File: src/rtl/dpwm_duty_capture.sv
// Reconstructs the dithered DPWM duty word from the PWM waveform: measures high
// time per period, validates period length and sums 2^FRAC_W periods per frame.
module dpwm_duty_capture #(
  parameter int CNT_W  = 6,
  parameter int FRAC_W = 3,
  parameter int OUT_W  = CNT_W + FRAC_W
) (
  input  logic             clk,
  input  logic             rst,
  input  logic             en,
  input  logic             pwm_in,
  output logic [OUT_W-1:0] duty_out,
  output logic             duty_valid,
  output logic             period_err,
  output logic             stuck_high,
  output logic             busy
);

  typedef enum logic {IDLE, MEAS} state_t;

  localparam logic [CNT_W-1:0]  PER_LAST = '1;
  localparam logic [CNT_W-1:0]  PER_ONE  = 1;
  localparam logic [CNT_W:0]    HI_ONE   = 1;
  localparam logic [CNT_W:0]    HI_FULL  = HI_ONE << CNT_W;
  localparam logic [FRAC_W-1:0] FRM_LAST = '1;
  localparam logic [FRAC_W-1:0] FRM_ONE  = 1;

  state_t state, state_nx;

  logic s1, s2, s3, rise;

  logic [CNT_W-1:0]  per_cnt, per_nx;
  logic [CNT_W:0]    hi_cnt, hi_nx;
  logic [OUT_W-1:0]  acc, acc_nx;
  logic [FRAC_W-1:0] frm_cnt, frm_nx;
  logic [OUT_W-1:0]  dout_nx;
  logic              dval_nx, perr_nx, stuck_nx;

  logic              take;
  logic [CNT_W:0]    sample;
  logic [OUT_W-1:0]  sum;

  always_ff @(posedge clk or posedge rst) begin
    if (rst) begin
      s1 <= 1'b0;
      s2 <= 1'b0;
      s3 <= 1'b0;
    end else begin
      s1 <= pwm_in;
      s2 <= s1;
      s3 <= s2;
    end
  end

  assign rise = s2 & ~s3;
  assign busy = (state == MEAS);

  always_ff @(posedge clk or posedge rst) begin
    if (rst) begin
      state      <= IDLE;
      per_cnt    <= '0;
      hi_cnt     <= '0;
      acc        <= '0;
      frm_cnt    <= '0;
      duty_out   <= '0;
      duty_valid <= 1'b0;
      period_err <= 1'b0;
      stuck_high <= 1'b0;
    end else begin
      state      <= state_nx;
      per_cnt    <= per_nx;
      hi_cnt     <= hi_nx;
      acc        <= acc_nx;
      frm_cnt    <= frm_nx;
      duty_out   <= dout_nx;
      duty_valid <= dval_nx;
      period_err <= perr_nx;
      stuck_high <= stuck_nx;
    end
  end

  always_comb begin
    state_nx = state;
    per_nx   = per_cnt;
    hi_nx    = hi_cnt;
    acc_nx   = acc;
    frm_nx   = frm_cnt;
    dout_nx  = duty_out;
    dval_nx  = 1'b0;
    perr_nx  = 1'b0;
    stuck_nx = stuck_high;
    take     = 1'b0;
    sample   = '0;
    sum      = '0;

    if (rise) stuck_nx = 1'b0;

    if (!en) begin
      state_nx = IDLE;
      per_nx   = '0;
      hi_nx    = '0;
      acc_nx   = '0;
      frm_nx   = '0;
      stuck_nx = 1'b0;
    end else begin
      case (state)
        IDLE: begin
          per_nx = '0;
          hi_nx  = '0;
          acc_nx = '0;
          frm_nx = '0;
          if (rise) begin
            state_nx = MEAS;
            hi_nx    = HI_ONE;
          end
        end
        MEAS: begin
          per_nx = per_cnt + PER_ONE;
          hi_nx  = hi_cnt + {{CNT_W{1'b0}}, s2};
          if (rise) begin
            per_nx = '0;
            hi_nx  = HI_ONE;
            if (per_cnt == PER_LAST) begin
              take   = 1'b1;
              sample = hi_cnt;
            end else begin
              perr_nx = 1'b1;
              acc_nx  = '0;
              frm_nx  = '0;
            end
          end else if (per_cnt == PER_LAST) begin
            if (s2) begin
              if (hi_cnt == HI_FULL) begin
                stuck_nx = 1'b1;
                perr_nx  = 1'b1;
                state_nx = IDLE;
                per_nx   = '0;
                hi_nx    = '0;
                acc_nx   = '0;
                frm_nx   = '0;
              end else begin
                // high run continues across the window edge; keep counting it
                hi_nx = HI_ONE;
              end
            end else begin
              // no edge this window: only an all-low window is a duty-0 period,
              // a partial high (e.g. the arming pulse) is dropped
              hi_nx = '0;
              if (hi_cnt == '0) take = 1'b1;
            end
          end
        end
        default: state_nx = IDLE;
      endcase
    end

    if (take) begin
      sum = acc + OUT_W'(sample);
      if (frm_cnt == FRM_LAST) begin
        dout_nx = sum;
        dval_nx = ~stuck_high;
        acc_nx  = '0;
        frm_nx  = '0;
      end else begin
        acc_nx = sum;
        frm_nx = frm_cnt + FRM_ONE;
      end
    end
  end

endmodule
File: config.mk
export PLATFORM = sky130hd
export DESIGN_NAME = dpwm_duty_capture
export DESIGN_NICKNAME = d
export VERILOG_FILES = /design/src/rtl/dpwm_duty_capture.sv
export SDC_FILE = /design/constraint.sdc
export NUM_CORES = 1
export LEC_CHECK = 0
export ABC_AREA = 1
export BUFFER_PORTS_ARGS = -buffer_cell sky130_fd_sc_hd__buf_2
export CORE_AREA = 3 3 58 73
export CTS_BUF_LIST = sky130_fd_sc_hd__clkbuf_4
export DETAILED_ROUTE_END_ITERATION = 8
export DIE_AREA = 0 0 61 76
export HOLD_SLACK_MARGIN = 0.15
export PLACE_DENSITY = 0.95
export SKIP_CTS_REPAIR_TIMING = 1
export SYNTH_ARGS = -nofsm -noshare
export SYNTH_HDL_FRONTEND = slang
export SYNTH_SLANG_ARGS = --single-unit
File: constraint.sdc
create_clock -name clk -period 5.79 [get_ports clk]
set_input_delay 0 -clock clk [delete_from_list [all_inputs] [get_ports clk]]
set_output_delay 0 -clock clk [all_outputs]
set_load 0.005 [all_outputs]
# After elaboration in Yosys (flattened, before gate mapping)
# Cells that the tools add are included.
classes:
  add_sub_neg: 4
  n_eq_ne: 7
  n_mux: 65
  bitwise: 4
  n_reduce_logical: 3
ops:
  columns: ["operator", "count"]
  rows:
  - ["2-to-1 mux 9 bit", 8]
  - ["2-to-1 mux 7 bit", 8]
  - ["2-to-1 mux 1 bit", 31]
  - ["2-to-1 mux 6 bit", 5]
  - ["2-to-1 mux 3 bit", 8]
  - ["case mux 9 bit (2 select lines)", 1]
  - ["inequality test 5 x 2 -> 1 bit (second input constant)", 3]
  - ["case mux 7 bit (2 select lines)", 1]
  - ["case mux 6 bit (2 select lines)", 1]
  - ["adder 9 x 7 -> 9 bit", 1]
  - ["adder 7 x 1 -> 7 bit", 1]
  - ["equality test 7 bit (second input constant)", 1]
  - ["logical NOT 7 bit", 1]
  - ["adder 6 x 1 -> 6 bit (second input constant)", 1]
  - ["equality test 6 bit (second input constant)", 1]
  - ["case mux 3 bit (2 select lines)", 1]
  - ["inequality test 5 bit (second input constant)", 1]
  - ["AND reduction 4 bit", 1]
  - ["adder 3 x 1 -> 3 bit (second input constant)", 1]
  - ["equality test 3 bit (second input constant)", 1]
  - ["NOT 1 bit", 3]
  - ["case mux 1 bit (2 select lines)", 1]
  - ["AND reduction 2 bit", 1]
  - ["bitwise AND 1 bit", 1]
word_totals:
  reg_bits: 41
  out_inout_bits: 13

# Logic depth before layout (Yosys ltp)
# Gate-level depths: netlist of run 1.
logic_depth:
  word_depth: 9
  ltp_mapped: 15
  mapped_depth_nobuf: 15

# Worst setup path before layout of run 1
# OpenSTA, ideal clock, no wires.
synth_timing:
  path_kind: "flip-flop to flip-flop"
  startpoint: "register per_cnt[0]"
  endpoint: "register acc[8]"
  setup_time_ns: 0.116
  t_arrival_ns: 2.078
  setup_slack_ns: 3.596
  path_stages_with_launch: 16
  period_less_slack_ns: 2.194
  path_cell_list: "dfrtp_1 -> ha_1 -> nand3_2 -> nor2_4 -> nand2_1 -> nor2_1 -> ha_1 -> fa_1 -> nand2_1 -> nand2_1 -> nand3_1 -> nand2_1 -> nand2_1 -> nand2_1 -> nand2_1 -> nand2_1"
synth_between:
  elab_chain_cells: 8
synth_rtl:
  columns: ["element", "line", "rtl"]
  rows:
  - ["start: declaration", "32", "logic [CNT_W-1:0] per_cnt, per_nx;"]
  - ["start signal: assignment", "71", "per_cnt <= per_nx;"]
  - ["equality test 6 bit (*)", "123, 131", null]
  - ["2-to-1 mux 7 bit", "123", "if (per_cnt == PER_LAST) begin"]
  - ["2-to-1 mux 7 bit", "120", "if (rise) begin"]
  - ["2-to-1 mux 7 bit", "106", "case (state)"]
  - ["2-to-1 mux 7 bit", "98", "if (!en) begin"]
  - ["adder 9 x 7 -> 9 bit", "158", "sum = acc + OUT_W'(sample);"]
  - ["2-to-1 mux 9 bit", "159", "if (frm_cnt == FRM_LAST) begin"]
  - ["2-to-1 mux 9 bit", "157", "if (take) begin"]
  - ["end signal: assignment", "73", "acc <= acc_nx;"]
  - ["end: declaration", "34", "logic [OUT_W-1:0] acc, acc_nx;"]
# Every way passes the cells marked *; elsewhere a longest branch is shown, timed or not.
# A chain may end at the register's enable or synchronous reset.

# Final worst setup path of run 1
layout_timing:
  startpoint: "register per_cnt[0]"
  endpoint: "register acc[6]"
# Same word-level chain as after synthesis.

==> flow_summary_export.csv, run 1 <==
group,metric,value,unit
outcome,outcome,"complete, no violations",
drt,route.final.wire_length,4.69,mm
power,power_report.internal_total,0.388,mW
critical_path,path_depth_of_the_worst_reg2reg_path,15,
yosys,synthDominantCellAreaShare,44.1,%
grt,number_of_antenna_violations_at_the_first_check_in_global_routing,0,
timing,max_slew_margin,57.3,%
drt,drtPass1Iterations,4,
critical_path,crit_path_kind,"reg -> reg",
die,pin_count,17,
power,post-layout-total-power,0.510,mW
power,power_per_cell_area,199,mW/mm^2
yosys,count_of_unique_library_cells_instantiated_by_yosys,29,
placed_design,place_area,0.00244,sq mm
yosys,syn-instance-count,280,
placed_design,place.detailed.hpwl,3.58,mm
power,clock_power_share,37.6,%
cells_and_area,drive_gt1_share,16.3,%
placed_design,gp_routability_congestion,0.907,
power,power.share.sequential,57.1,%
die,num_rows,24,
die,core_region_area,0.00357,sq mm
critical_path,critPathRequiredTime,6.07,ns
timing,fin_tns_setup,0,ns
cts,clkSlewWorstSetupHoldPaths,0.13,ns
drt,drcViolationCount,0,
yosys,post_synth_most_frequent_cells,"98 x sky130_fd_sc_hd__nand2_1, 41 x sky130_fd_sc_hd__dfrtp_1, 28 x sky130_fd_sc_hd__nor2_1",
cells_and_area,antenna-diode-count,0,
yosys,post-synth-top-count-cell,"sky130_fd_sc_hd__nand2_1",
cts,cts_h_tree_lvls,2,
yosys,synth_top_flop_cell,"sky130_fd_sc_hd__dfrtp_1",
drt,detail_route.vias_per_cell,5.56,
critical_path,timing.reg2reg.setup_slack,3.28,ns
power,power.leakage,1.39,nW
cts,cts.root.buffer_cell,"sky130_fd_sc_hd__clkbuf_4",
critical_path,setup.worst_path.start,"per_cnt[0]",
cells_and_area,area_growth_syn_to_layout,9.96,%
grt,via_count_of_the_first_global_routing_pass,1949,
yosys,synth_warnings,0,
critical_path,timing.critical_path.to_type,"flop",
critical_path,crit_fanout,8,
yosys,ys_top_cells_by_area,"sky130_fd_sc_hd__dfrtp_1 44%, sky130_fd_sc_hd__nand2_1 16%, sky130_fd_sc_hd__ha_1 6.5%, sky130_fd_sc_hd__nand3_2 5.2%, sky130_fd_sc_hd__nor2_1 4.5%",
critical_path,worst-endpoint-arrival,2.78,ns
cells_and_area,layout.nets,322,
grt,grt_first_pass_wirelength,8.25,mm
timing,final_count_of_pins_violating_max_slew,0,
drt,route.antenna.remaining_nets,0,
timing,tightest_slew,0.638,ns
yosys,synth-edff-count,0,
cells_and_area,final.fill_count,259,
die,initial_cell_density_of_the_core,65.1,%
timing,min_cycle_time_layout,2.51,ns
cts,clkSinkCount,41,
cells_and_area,finish.instance_area,0.00256,sq mm
cts,cts_tree,"done",
yosys,yosys_register_bits,41,
cells_and_area,regArea,0.00103,sq mm
power,power.switching_fraction,23.9,%
critical_path,cp-start-kind,"flop",
power,ir_drop,0.155,mV
grt,largest_net_degree_at_the_start_of_global_routing,42,
drt,wl_per_cell,13.6,um
drt,vias,1918,
yosys,synth_nets,297,
timing,report.final.hold_viol_count,0,
power,combinationalPowerShare,5.3,%
die,die_h,76,um
yosys,synth-seq-area-share,44.1,%
die,die_area,0.00464,sq mm
grt,gr-usage-all-layers,23.3,%
job,drv_cap,0,
timing,timing.final.crit_share,43.3,%
yosys,syn_area_per_cell,8.30,sq um
power,switching_power,0.122,mW
drt,dr.first_iter.drc_count,109,
cts,insertion_delay,0.38,ns
timing,worst_clock_skew,0.0178,ns
timing,fmax,0.399,GHz
yosys,netlist.top_cell.by_area,"sky130_fd_sc_hd__dfrtp_1",
worst_hold_path,hp-class,"in -> async",
die,chipWidth,61,um
cts,cts-buffers-inserted,5,
cells_and_area,multiInputGateArea,0.00117,sq mm
critical_path,rr_startpoint,"per_cnt[0]",
grt,globalRouteOverflowTotal,0,
yosys,netlist_area,0.00232,sq mm
yosys,synthArstFlopShare,100,%
timing,timing.final.setup_violations,0,
placed_design,placement.io_buffers,16,
cts,cts-root-to-sink-buffers,2,
timing,setup_repair_after_global_routing_missed_its_margin,"no",
critical_path,rr_endpoint,"acc[6]",
metal layers:
layer | GRT usage (%) | up-vias | wire, um
li1 | - | 950 | -
met1 | 26.8 | 906 | 1920
met2 | 38.3 | 43 | 2420
met3 | 5.76 | 19 | 163
met4 | 12.4 | 0 | 180
met5 | 0 | - | 0
cell families (layout without fill, tap and decap cells):
logic type | Yosys count | in the layout | share of synthesized area, %
XOR/XNOR | 7 | 7 | 2.64
flip-flops | 41 | 41 | 44.1
AO/OA/AOI/OAI | 8 | 8 | 1.94
AND/OR/NAND/NOR | 181 | 181 | 38.6
adder cells (fa/ha/maj) | 13 | 13 | 7.32
buffers and inverters | 30 | 56 | 5.33
state kept, by name, indices dropped and copies added (netlist names):
signal and flops:
busy 1, duty_out 9, stuck_high 1, acc 9
s2 1, period_err 1, duty_valid 1, s3 1
s1 1, per_cnt 6, frm_cnt 3, hi_cnt 7
layout make-up:
class	count	share of cell area [%]
clock inverter	3	1.81
timing repair buffer	20	4.60
tap	39	1.91
inverter	28	4.11
sequential	41	40.1
multi-input combinational	209	46.0
clock buffer	5	1.47
worst max-delay path, stage by stage (launching register included):
cell                       delay (ns)
sky130_fd_sc_hd__dfrtp_1         0.42
sky130_fd_sc_hd__ha_1            0.24
sky130_fd_sc_hd__nand3_2         0.12
sky130_fd_sc_hd__nor2_4          0.06
sky130_fd_sc_hd__nand2_1         0.20
sky130_fd_sc_hd__nor2_1          0.10
sky130_fd_sc_hd__ha_1            0.22
sky130_fd_sc_hd__fa_1            0.41
sky130_fd_sc_hd__nand2_1         0.09
sky130_fd_sc_hd__nand2_1         0.10
sky130_fd_sc_hd__nand3b_1        0.13
sky130_fd_sc_hd__nand2_1         0.07
sky130_fd_sc_hd__nand2_1         0.05
sky130_fd_sc_hd__nand2_1         0.06
sky130_fd_sc_hd__nand2_1         0.07
sky130_fd_sc_hd__nand2_1         0.05
layout by cell type (no fill, tap or decap), types with 2 or more instances in the layout:
cell and n:
sky130_fd_sc_hd__a21oi_1 5, sky130_fd_sc_hd__buf_2 16, sky130_fd_sc_hd__clkbuf_4 5, sky130_fd_sc_hd__dfrtp_1 41
sky130_fd_sc_hd__dlygate4sd3_1 3, sky130_fd_sc_hd__ha_1 12, sky130_fd_sc_hd__inv_1 24, sky130_fd_sc_hd__inv_2 3
sky130_fd_sc_hd__nand2_1 98, sky130_fd_sc_hd__nand3_1 15, sky130_fd_sc_hd__nand3_2 12, sky130_fd_sc_hd__nand3b_1 3
sky130_fd_sc_hd__nand4_1 9, sky130_fd_sc_hd__nor2_1 28, sky130_fd_sc_hd__nor2_4 2, sky130_fd_sc_hd__nor2_8 2
sky130_fd_sc_hd__nor3_1 5, sky130_fd_sc_hd__or2_2 2, sky130_fd_sc_hd__xor2_1 6
power groups by stage:
stage / registers [mW] / clock network [mW] / logic [mW]
3_5_place_dp: 0.297 / 0 / 0.0259
6_report: 0.291 / 0.191 / 0.0270
3_3_place_gp: 0.297 / 0 / 0.0248
2_1_floorplan: 0.296 / 0 / 0.0190
4_1_cts: 0.291 / 0.195 / 0.0258
5_1_grt: 0.292 / 0.210 / 0.0309
stage by stage:
stage          hold WS, ns  setup slack [ns]  utilization, %  std cells
2_1_floorplan       0.0314              3.60               -        280
3_3_place_gp         0.108              3.45            68.3        334
3_5_place_dp         0.110              3.33            68.3        334
4_1_cts             -0.276              3.31            70.7        342
5_1_grt              0.263              3.09            71.5        345
6_report             0.272              3.28            71.5        345
worst max-delay path by stage:
stage                             end  depth (start not counted)
after CTS                      acc[6]                         15
after detailed placement       acc[6]                         15
after global routing           acc[8]                         14
after global placement    duty_out[6]                         15
after floorplan                acc[8]                         15
final                          acc[6]                         15
(Power assumes the default switching activity.)
==> run 2, diff against run 1 <==
CORE_AREA = 3 3 62 79   (was 3 3 58 73)
DIE_AREA = 0 0 65 82   (was 0 0 61 76)
PLACE_DENSITY = 0.87   (was 0.95)
clock period = 2.3 ns   (was 5.79 ns; I/O delays follow)
==> flow_summary_export.csv, run 2 (same netlist as run 1, synthesis figures left out) <==
group,metric,value,unit
die,pin_count,17,
power,switching_power,0.271,mW
drt,route.antenna.remaining_nets,0,
cts,cts-root-to-sink-buffers,2,
timing,worst_clock_skew,0.0139,ns
die,chipWidth,65,um
critical_path,cp-start-kind,"flop",
timing,finalWorstSetupSlack,0.137,ns
drt,drtPass1Iterations,4,
timing,final_count_of_pins_violating_max_slew,0,
power,power.switching_fraction,23.7,%
placed_design,gp_routability_congestion,0.885,
cells_and_area,antenna-diode-count,0,
die,core_region_area,0.00429,sq mm
cells_and_area,area_growth_syn_to_layout,13.4,%
cells_and_area,mostFrequentLayoutCell,"sky130_fd_sc_hd__nand2_1",
timing,tightest_slew,0.641,ns
power,clock_power_share,29.5,%
critical_path,crit_fanout,8,
cts,insertion_delay,0.35,ns
grt,number_of_antenna_violations_at_the_first_check_in_global_routing,0,
drt,detail_route.vias_per_cell,5.22,
die,num_rows,27,
die,die_h,82,um
power,power.leakage,1.42,nW
drt,wl_per_cell,12.3,um
critical_path,critical_path.max_stage_delay,0.40,ns
grt,gr-usage-all-layers,18.6,%
timing,timing.final.setup_violations,0,
drt,drcViolationCount,0,
drt,route.final.wire_length,4.57,mm
critical_path,timing.critical_path.to_type,"flop",
cells_and_area,top_registers,"acc x9, duty_out x9, hi_cnt x7",
die,initial_cell_density_of_the_core,54.2,%
critical_path,worst_path_max_delay_cell,"sky130_fd_sc_hd__dfrtp_1",
grt,largest_net_degree_at_the_start_of_global_routing,42,
critical_path,crit_path_kind,"reg -> reg",
cts,cts.root.buffer_cell,"sky130_fd_sc_hd__clkbuf_4",
timing,max_slew_margin,57.1,%
grt,via_count_of_the_first_global_routing_pass,1860,
timing,fmax,0.462,GHz
cells_and_area,drive_gt1_share,20.2,%
cts,cts_tree,"done",
power,power.share.sequential,63.9,%
cts,clkSinkCount,41,
placed_design,preCtsSetupSlack,-0.0504,ns
drt,dr.first_iter.drc_count,103,
cts,cts_h_tree_lvls,2,
drt,vias,1932,
grt,globalRouteOverflowTotal,0,
timing,timing.hold.ws,0.303,ns
grt,grt_first_pass_wirelength,7.78,mm
cells_and_area,layout.nets,329,
power,power_report.internal_total,0.874,mW
critical_path,critPathRequiredTime,2.55,ns
power,ir_drop,0.359,mV
timing,timing.final.crit_share,94.1,%
critical_path,cell_by_cell_listing_of_the_critical_path,"ha_2 -> nand3_4 -> nor2_4 -> nand2_4 -> nor2_1 -> ha_2 -> fa_2 -> nand2_1 -> nand2_2 -> nand3_1 -> nand2_1 -> nand2_1 -> nand2_1 -> nand2_1 -> nand2_1",
worst_hold_path,hp-class,"in -> reg",
cts,clkSlewWorstSetupHoldPaths,0.11,ns
job,drv_cap,0,
outcome,outcome,"complete, no violations",
cells_and_area,mostFrequentLayoutCells,"96 x sky130_fd_sc_hd__nand2_1, 41 x sky130_fd_sc_hd__dfrtp_1, 28 x sky130_fd_sc_hd__nor2_1",
placed_design,placement.io_buffers,16,
critical_path,worst-endpoint-arrival,2.41,ns
critical_path,critPathMostFrequentCell,"sky130_fd_sc_hd__nand2_1",
timing,min_cycle_time_layout,2.16,ns
cts,cts-buffers-inserted,5,
placed_design,place.detailed.hpwl,3.40,mm
power,power_per_cell_area,434,mW/mm^2
timing,report.final.hold_viol_count,0,
power,combinationalPowerShare,6.6,%
die,die_area,0.00533,sq mm
## run 2: cell types whose count changed in the layout (fill, tap and decap cells not counted), moves of 2 or more
cell | before | now
sky130_fd_sc_hd__nand2_1 | 98 | 96
sky130_fd_sc_hd__ha_2 | 0 | 2
sky130_fd_sc_hd__nor3_2 | 0 | 2
sky130_fd_sc_hd__ha_1 | 12 | 10
sky130_fd_sc_hd__nor3_1 | 5 | 3
sky130_fd_sc_hd__buf_4 | 1 | 8
## run 2: layout make-up
cell class                 count  area [sq um]
clock inverter                 1          3.75
multi-input combinational    209          1210
tap                           58          72.6
clock buffer                   6          45.0
timing repair buffer          27           170
sequential                    41          1030
fill                         364          1650
inverter                      28           105
## run 2: stage by stage
stage | util, % | instances | setup TNS (ns) | total power, mW | cell area [sq um]
global route | 61.4 | 370 | -0.150 | 1.19 | 2640
detailed placement | 58.4 | 358 | -0.147 | 0.816 | 2500
finish | 61.4 | 370 | 0 | 1.15 | 2640
global placement | 58.4 | 358 | 0 | 0.816 | 2500
floorplan | - | 280 | 0 | 0.794 | 2320
CTS | 59.5 | 365 | -0.210 | 1.15 | 2550
## run 2: per-layer routing
layer | wire length (um) | GRT usage (%) | up-vias
li1 | - | - | 954
met1 | 1910 | 20.5 | 922
met2 | 2390 | 34.4 | 46
met3 | 182 | 4.24 | 10
met4 | 81 | 7.19 | 0
met5 | 0 | 0 | -
## run 2: critical path, delay by kind of cell, from the launching register on
kind,cells,cell delay (ns)
fa+ha+maj,3,0.80
flops,1,0.40
simple gates,12,0.89
## run 2: path summary, 6_finish.rpt
check,startpoint,end,slack [ns],cells past startpoint
setup / recovery,per_cnt[0],acc[8],0.14,15
hold / removal,pwm_in,s1,0.30,2
setup reg to reg,per_cnt[0],acc[8],0.14,15
hold reg to reg,s1,s2,0.36,0
max in group asynchronous,rst,hi_cnt[6],1.63,4
min in group asynchronous,rst,acc[1],0.32,4
## run 2: power groups by stage
stage | clock network [mW] | logic (mW) | registers (mW)
after floorplan | 0 | 0.0477 | 0.746
after global placement | 0 | 0.0702 | 0.745
after global routing | 0.375 | 0.0851 | 0.733
final | 0.338 | 0.0757 | 0.731
after CTS | 0.351 | 0.0711 | 0.732
after detailed placement | 0 | 0.0707 | 0.746
